### src/rtl/mips_mc_ctrl_if.sv
// Shared memory-port handshake between the multi-cycle controller and memory.
// Handshake: the controller holds mem_req (with mem_we qualifying the access
// type) high until a cycle in which memory returns mem_ready=1; the access
// completes in that cycle. mem_we is meaningful only while mem_req is high.
interface mips_mc_ctrl_if;
    logic mem_req;
    logic mem_we;
    logic mem_ready;

    modport master (
        output mem_req,
        output mem_we,
        input  mem_ready
    );

    modport slave (
        input  mem_req,
        input  mem_we,
        output mem_ready
    );
endinterface

### src/rtl/mips_mc_ctrl.sv
// Multi-cycle MIPS control FSM: sequences FETCH/DECODE/EXEC/MEM/WB over a
// shared datapath and one memory port, drives all datapath enables and mux
// selects, halts on HLT or an unsupported instruction, and counts retired
// instructions.
module mips_mc_ctrl #(
    parameter int INSTRET_W = 32
) (
    input  logic                 clk,
    input  logic                 reset,
    input  logic [5:0]           opcode,
    input  logic [5:0]           funct,
    input  logic                 zero,
    mips_mc_ctrl_if.master       mem,
    output logic                 ir_write,
    output logic                 pc_write,
    output logic [1:0]           npc_sel,
    output logic                 reg_write_en,
    output logic [1:0]           reg_dst,
    output logic [1:0]           wd_sel,
    output logic [2:0]           alu_op,
    output logic                 alu_src_imm,
    output logic                 ext_sign,
    output logic                 halt_sig,
    output logic                 illegal,
    output logic [2:0]           state,
    output logic [INSTRET_W-1:0] instret
);

    typedef enum logic [2:0] {
        S_FETCH  = 3'd0,
        S_DECODE = 3'd1,
        S_EXEC   = 3'd2,
        S_MEM    = 3'd3,
        S_WB     = 3'd4,
        S_HALT   = 3'd5
    } state_t;

    localparam logic [5:0] OP_SPECIAL = 6'b00_0000;
    localparam logic [5:0] OP_J       = 6'b00_0010;
    localparam logic [5:0] OP_JAL     = 6'b00_0011;
    localparam logic [5:0] OP_BEQ     = 6'b00_0100;
    localparam logic [5:0] OP_ADDI    = 6'b00_1000;
    localparam logic [5:0] OP_ADDIU   = 6'b00_1001;
    localparam logic [5:0] OP_ORI     = 6'b00_1101;
    localparam logic [5:0] OP_LUI     = 6'b00_1111;
    localparam logic [5:0] OP_LW      = 6'b10_0011;
    localparam logic [5:0] OP_SW      = 6'b10_1011;
    localparam logic [5:0] OP_HLT     = 6'b11_1111;

    localparam logic [5:0] FN_ADDU = 6'b10_0001;
    localparam logic [5:0] FN_SUBU = 6'b10_0011;
    localparam logic [5:0] FN_SLT  = 6'b10_1010;
    localparam logic [5:0] FN_JR   = 6'b00_1000;

    localparam logic [2:0] ALU_ADD = 3'd0;
    localparam logic [2:0] ALU_SUB = 3'd1;
    localparam logic [2:0] ALU_OR  = 3'd2;
    localparam logic [2:0] ALU_SLT = 3'd3;
    localparam logic [2:0] ALU_LUI = 3'd4;

    state_t state_q;
    state_t state_d;
    logic   illegal_q;
    logic   retire;
    logic   set_illegal;

    logic is_special, is_addu, is_subu, is_slt, is_jr, is_r_alu;
    logic is_j, is_jal, is_beq, is_addi, is_ori, is_lui, is_lw, is_sw, is_hlt;
    logic is_legal;

    // Instruction classification from the (stable) IR fields.
    always_comb begin
        is_special = (opcode == OP_SPECIAL);
        is_addu    = is_special && (funct == FN_ADDU);
        is_subu    = is_special && (funct == FN_SUBU);
        is_slt     = is_special && (funct == FN_SLT);
        is_jr      = is_special && (funct == FN_JR);
        is_r_alu   = is_addu || is_subu || is_slt;
        is_j       = (opcode == OP_J);
        is_jal     = (opcode == OP_JAL);
        is_beq     = (opcode == OP_BEQ);
        // ADDI behaves exactly like ADDIU: no overflow trap.
        is_addi    = (opcode == OP_ADDI) || (opcode == OP_ADDIU);
        is_ori     = (opcode == OP_ORI);
        is_lui     = (opcode == OP_LUI);
        is_lw      = (opcode == OP_LW);
        is_sw      = (opcode == OP_SW);
        is_hlt     = (opcode == OP_HLT);
        is_legal   = is_r_alu || is_jr || is_j || is_jal || is_beq || is_addi ||
                     is_ori || is_lui || is_lw || is_sw;
    end

    // Next-state and strobe decode; reset forces every strobe low.
    always_comb begin
        state_d      = state_q;
        mem.mem_req  = 1'b0;
        mem.mem_we   = 1'b0;
        ir_write     = 1'b0;
        pc_write     = 1'b0;
        npc_sel      = 2'd0;
        reg_write_en = 1'b0;
        reg_dst      = 2'd0;
        wd_sel       = 2'd0;
        alu_op       = ALU_ADD;
        alu_src_imm  = 1'b0;
        ext_sign     = 1'b0;
        retire       = 1'b0;
        set_illegal  = 1'b0;

        case (state_q)
            S_FETCH: begin
                mem.mem_req = 1'b1;
                if (mem.mem_ready) begin
                    ir_write = 1'b1;
                    pc_write = 1'b1;
                    npc_sel  = 2'd0;
                    state_d  = S_DECODE;
                end
            end
            S_DECODE: begin
                if (is_hlt) begin
                    state_d = S_HALT;
                end else if (!is_legal) begin
                    state_d     = S_HALT;
                    set_illegal = 1'b1;
                end else if (is_j) begin
                    pc_write = 1'b1;
                    npc_sel  = 2'd2;
                    retire   = 1'b1;
                    state_d  = S_FETCH;
                end else if (is_jal) begin
                    pc_write     = 1'b1;
                    npc_sel      = 2'd2;
                    reg_write_en = 1'b1;
                    reg_dst      = 2'd2;
                    wd_sel       = 2'd2;
                    retire       = 1'b1;
                    state_d      = S_FETCH;
                end else if (is_jr) begin
                    pc_write = 1'b1;
                    npc_sel  = 2'd3;
                    retire   = 1'b1;
                    state_d  = S_FETCH;
                end else begin
                    state_d = S_EXEC;
                end
            end
            S_EXEC: begin
                if (is_beq) begin
                    pc_write = zero;
                    npc_sel  = 2'd1;
                    retire   = 1'b1;
                    state_d  = S_FETCH;
                end else if (is_lw || is_sw) begin
                    state_d = S_MEM;
                end else begin
                    state_d = S_WB;
                end
            end
            S_MEM: begin
                mem.mem_req = 1'b1;
                mem.mem_we  = is_sw;
                if (mem.mem_ready) begin
                    if (is_sw) begin
                        retire  = 1'b1;
                        state_d = S_FETCH;
                    end else begin
                        state_d = S_WB;
                    end
                end
            end
            S_WB: begin
                reg_write_en = 1'b1;
                reg_dst      = is_r_alu ? 2'd1 : 2'd0;
                wd_sel       = is_lw ? 2'd1 : 2'd0;
                retire       = 1'b1;
                state_d      = S_FETCH;
            end
            S_HALT: begin
                state_d = S_HALT;
            end
            default: begin
                state_d = S_FETCH;
            end
        endcase

        // ALU controls are held from EXEC through MEM and WB.
        if (state_q == S_EXEC || state_q == S_MEM || state_q == S_WB) begin
            if (is_r_alu) begin
                alu_op      = is_subu ? ALU_SUB : (is_slt ? ALU_SLT : ALU_ADD);
                alu_src_imm = 1'b0;
            end else if (is_beq) begin
                alu_op      = ALU_SUB;
                alu_src_imm = 1'b0;
            end else if (is_ori) begin
                alu_op      = ALU_OR;
                alu_src_imm = 1'b1;
                ext_sign    = 1'b0;
            end else if (is_lui) begin
                alu_op      = ALU_LUI;
                alu_src_imm = 1'b1;
            end else if (is_addi || is_lw || is_sw) begin
                alu_op      = ALU_ADD;
                alu_src_imm = 1'b1;
                ext_sign    = 1'b1;
            end
        end

        // A reset cycle abandons the current instruction with no side effects.
        if (reset) begin
            state_d      = S_FETCH;
            mem.mem_req  = 1'b0;
            mem.mem_we   = 1'b0;
            ir_write     = 1'b0;
            pc_write     = 1'b0;
            reg_write_en = 1'b0;
            retire       = 1'b0;
            set_illegal  = 1'b0;
        end
    end

    // State register, sticky illegal flag and retired-instruction counter.
    always_ff @(posedge clk) begin
        if (reset) begin
            state_q   <= S_FETCH;
            illegal_q <= 1'b0;
            instret   <= '0;
        end else begin
            state_q <= state_d;
            if (set_illegal) begin
                illegal_q <= 1'b1;
            end
            if (retire) begin
                instret <= instret + {{(INSTRET_W-1){1'b0}}, 1'b1};
            end
        end
    end

    assign state    = state_q;
    assign halt_sig = (state_q == S_HALT);
    assign illegal  = illegal_q;

endmodule

### src/flat_wrapper.sv
// flat-port wrapper written by rule: the top's interface ports become plain ports
module mips_mc_ctrl_flat 
#(
    parameter int INSTRET_W = 32
)
  (clk, reset, opcode, funct, zero, ir_write, pc_write, npc_sel, reg_write_en, reg_dst, wd_sel, alu_op, alu_src_imm, ext_sign, halt_sig, illegal, state, instret, mem_mem_req, mem_mem_we, mem_mem_ready);
  mips_mc_ctrl_if mem_i ();
  input  logic clk;
  input  logic reset;
  input  logic [5:0] opcode;
  input  logic [5:0] funct;
  input  logic zero;
  output logic ir_write;
  output logic pc_write;
  output logic [1:0] npc_sel;
  output logic reg_write_en;
  output logic [1:0] reg_dst;
  output logic [1:0] wd_sel;
  output logic [2:0] alu_op;
  output logic alu_src_imm;
  output logic ext_sign;
  output logic halt_sig;
  output logic illegal;
  output logic [2:0] state;
  output logic [INSTRET_W-1:0] instret;
  output wire logic [$bits(mem_i.mem_req)-1:0] mem_mem_req;
  output wire logic [$bits(mem_i.mem_we)-1:0] mem_mem_we;
  input wire logic [$bits(mem_i.mem_ready)-1:0] mem_mem_ready;
  assign mem_mem_req = mem_i.mem_req;
  assign mem_mem_we = mem_i.mem_we;
  assign mem_i.mem_ready = mem_mem_ready;
  mips_mc_ctrl #(.INSTRET_W(INSTRET_W)) u_core (.clk(clk), .reset(reset), .opcode(opcode), .funct(funct), .zero(zero), .mem(mem_i), .ir_write(ir_write), .pc_write(pc_write), .npc_sel(npc_sel), .reg_write_en(reg_write_en), .reg_dst(reg_dst), .wd_sel(wd_sel), .alu_op(alu_op), .alu_src_imm(alu_src_imm), .ext_sign(ext_sign), .halt_sig(halt_sig), .illegal(illegal), .state(state), .instret(instret));
endmodule
### config.mk
export PLATFORM = sky130hd
export DESIGN_NAME = mips_mc_ctrl_flat
export DESIGN_NICKNAME = d
export VERILOG_FILES = /design/src/rtl/mips_mc_ctrl_if.sv /design/src/rtl/mips_mc_ctrl.sv /design/src/flat_wrapper.sv
export SDC_FILE = /design/constraint.sdc
export NUM_CORES = 1
export LEC_CHECK = 0
export ABC_AREA = 1
export BUFFER_PORTS_ARGS = -buffer_cell sky130_fd_sc_hd__buf_2
export CORE_UTILIZATION = 36
export DETAILED_ROUTE_END_ITERATION = 7
export GPL_TIMING_DRIVEN = 0
export HOLD_SLACK_MARGIN = 0.02
export PLACE_DENSITY = 0.63
export RECOVER_POWER = 100
export SLEW_MARGIN = 20
export SYNTH_ARGS = -nofsm -noshare
export SYNTH_HDL_FRONTEND = slang
export SYNTH_SLANG_ARGS = --single-unit
### constraint.sdc
create_clock -name clk -period 1.9 [get_ports clk]
set_clock_uncertainty 0.15 [all_clocks]
set_input_delay 0.38 -clock clk [delete_from_list [all_inputs] [get_ports clk]]
set_output_delay 0.38 -clock clk [all_outputs]
set_load 0.01 [all_outputs]
==> impl_metrics.toml <==
[synthesis]
yosysTopAreaCell = "dfxtp_1"
yosysSeqAreaShare_pct = 26.1
netlist_area_sq_um = 2760
synth_common_cells = "nand2_1 (142), nor2_1 (70), nand3_1 (55), a21oi_1 (40), inv_1 (39)"
avgSynthCellArea_sq_um = 5.98
synth_seq_cells = 36
ys_top_cells_by_area = "dfxtp_1 (26%), nand2_1 (19%), nand3_1 (10%)"
synth_fp_nets = 478
synthFlopType = "dfxtp_1"
yosys_warnings = 0
synth_most_common_cell = "nand2_1"
yosys.area.top_type_share_pct = 26.1
ys_async_sr_fraction_pct = 0
yosysUniqueCellTypes = 30
synth-edff-count = 0
syn_inst = 461

[grt]
grt.overflow.total = 0
grt_pass1_wl_mm = 14.5
first_global_vias = 3040
antenna_found_initial = 0
grtUsageTotal_pct = 23.7
grt_max_degree = 12

[placed_design]
gp_congestion = 0.954
hpwl_mm = 6.64
pre_cts_ws_ns = -0.525
numPortBuffers = 67

[sta]
hold_violations = 0
tightestPinTransition_ns = 0.465
rsz0062_at_grt = "true"
period_share_pct = 117
slew_viol_final = 0
finalSetupViolations = 18
setup_slack_ns = -0.321
fin_crit_ns = 2.22
relSlewSlack_pct = 69.0
max_freq_ghz = 0.450
timing.hold.ws_ns = 0.276

[die]
die_h_microns = 89.5
die_x_microns = 89.5
io_pins = 69
die-area_sq_um = 8010
initial_core_util_pct = 37.6
coreArea_sq_um = 7330
rows = 31

[clock_network]
cts_tree = "built"
clock_sinks = 36
htreeDepth = 2
root_buffer = "clkbuf_8"
clk_pin_slew_ns = 0.07
clockBufferDepth = 2
cts_buffers = 5
insertion_delay_ns = 0.30

[status]
failed_checks = "setup timing"
run_status = "complete, but fails checks"

[pwr]
clkPwrFrac_pct = 35.6
peakVddDrop_uv = 318
p_int_mw = 1.35
power_frac_seq_pct = 41.2
power.net_switching_uw = 577
power.share.switching_pct = 29.9
comb_power_share_pct = 23.3
power_density_nw_per_um2 = 486
power_leakage_nw = 1.64

[worst_hold_path]
hold_path.class = "in -> reg"

[cells_and_area]
synthToLayoutAreaGrowth_pct = 43.8
finalCoreUtilization_pct = 54.1
drive_gt1_share_pct = 30.0
finalNetCount = 596
nFillCells = 724
num_antenna_cells = 0

[detailed_routing]
drt_iter0_drc = 181
drtAntennaViolNets = 0
vias = 3417
wl_per_cell_microns = 14.0
vias_per_cell = 5.03
totalWireLength_mm = 9.47
drc = 0
drtPass1Iterations = 4

[worst_setup_path]
crit_family = "simple AND/OR/NAND/NOR gates"
reg2reg_slack_ns = -0.02
crit_required_ns = 1.37
max_stage_delay_ns = 0.15
critical_path.max_fanout = 4
crit_type = "in -> out"
cp_data_arrival_time_ns = 1.69
crit_chain = "buf_8 > nor2_4 > nand2_4 > nor2_4 > nand3_2 > nand2_2 > nor2_2 > nand2_2 > nand3_4 > buf_6 > o22ai_4 > buf_6"
startpoint_type = "input pin"
cp_slowest_cell = "nor2_4"
cp-end-kind = "output pin"
critPathBufInv = 3

[flow_run]
maxCapViolCount = 0
## cell families after synthesis
| family | after synthesis | share of synthesized area (%) |
|---|---|---|
| xor+xnor | 15 | 4.77 |
| flops | 36 | 26.1 |
| simple gates | 308 | 50.2 |
| compound gates | 47 | 8.81 |
| buf+inv | 54 | 9.67 |
| fa+ha+maj | 1 | 0.454 |
## placed cells by master (no fill, tap or decap), types with 5 or more instances in the layout
cell type and n:
a21oi_1 36, buf_2 35, buf_4 42, buf_6 10, buf_8 7, clkbuf_1 30
clkbuf_8 5, dfxtp_1 35, inv_1 29, inv_2 10, nand2_1 135, nand2_2 6
nand2_4 5, nand3_1 46, nand3_2 9, nand3b_1 11, nand4_1 9, nor2_1 50
nor2_2 13, nor2_4 14, xor2_1 11
## power by group through the flow
stage          Combinational [mW]  Sequential (mW)  Clock, mW
4_1_cts                     0.416            0.790      0.696
2_1_floorplan               0.206            0.808          0
5_1_grt                     0.484            0.796      0.728
6_report                    0.449            0.794      0.685
3_3_place_gp                0.306            0.804          0
3_5_place_dp                0.309            0.804          0
## timing repair
action	4_1_cts	5_1_grt
endpoints found under the hold margin	0	0
setup buffers	30	14
hold buffers	0	0
setup endpoints to repair	46	49
pin swaps	20	17
resized for setup	67	39
## worst reg2reg max path, cell delays in order, from the launching register on
cell     delay [ns]
dfxtp_1        0.53
ha_4           0.24
nand3_2        0.17
nor2_4         0.18
inv_1          0.06
nor2_2         0.14
xor2_1         0.17
nand3_1        0.10
a21oi_1        0.14
## through the flow
step	instances	total power [mW]	TNS (ns)	cell area (sq um)
6_report	679	1.93	-2.97	3970
5_1_grt	679	2.01	-7.01	3970
4_1_cts	665	1.90	-1.98	3790
3_5_place_dp	627	1.11	-8.79	3250
3_3_place_gp	627	1.11	-8.37	3250
2_1_floorplan	461	1.01	-0.319	2790
## cell type report
cell class / instances / area, sq um / area share (%)
plain buffers: 14 / 126 / 3.19
clock buffers: 6 / 72.6 / 1.83
clock inverters: 2 / 35.0 / 0.884
inverters: 40 / 150 / 3.79
multi-input cells: 371 / 2030 / 51.2
flip-flops and latches: 36 / 724 / 18.3
well taps: 99 / 124 / 3.12
repair buffers: 111 / 701 / 17.7
## sequential cells by signal, summed over array words and instances, names as in the netlist
register        count
u_core.instret     32
u_core.illegal      1
u_core.state        3
## per-layer routing
metal	share of wire, %	GRT usage, %
met4	1.4	5.05
met3	5.0	3.14
met1	46	31.9
met5	0	0
met2	48	40.3
## path summary, 6_finish.rpt
check	cells past startpoint	to	start
max reg2reg	8	u_core.instret[14]	u_core.instret[0]
max	12	npc_sel[0]	opcode[5]
min reg2reg	2	u_core.illegal	u_core.illegal
min	2	u_core.instret[28]	reset
(Power assumes the default switching activity.)
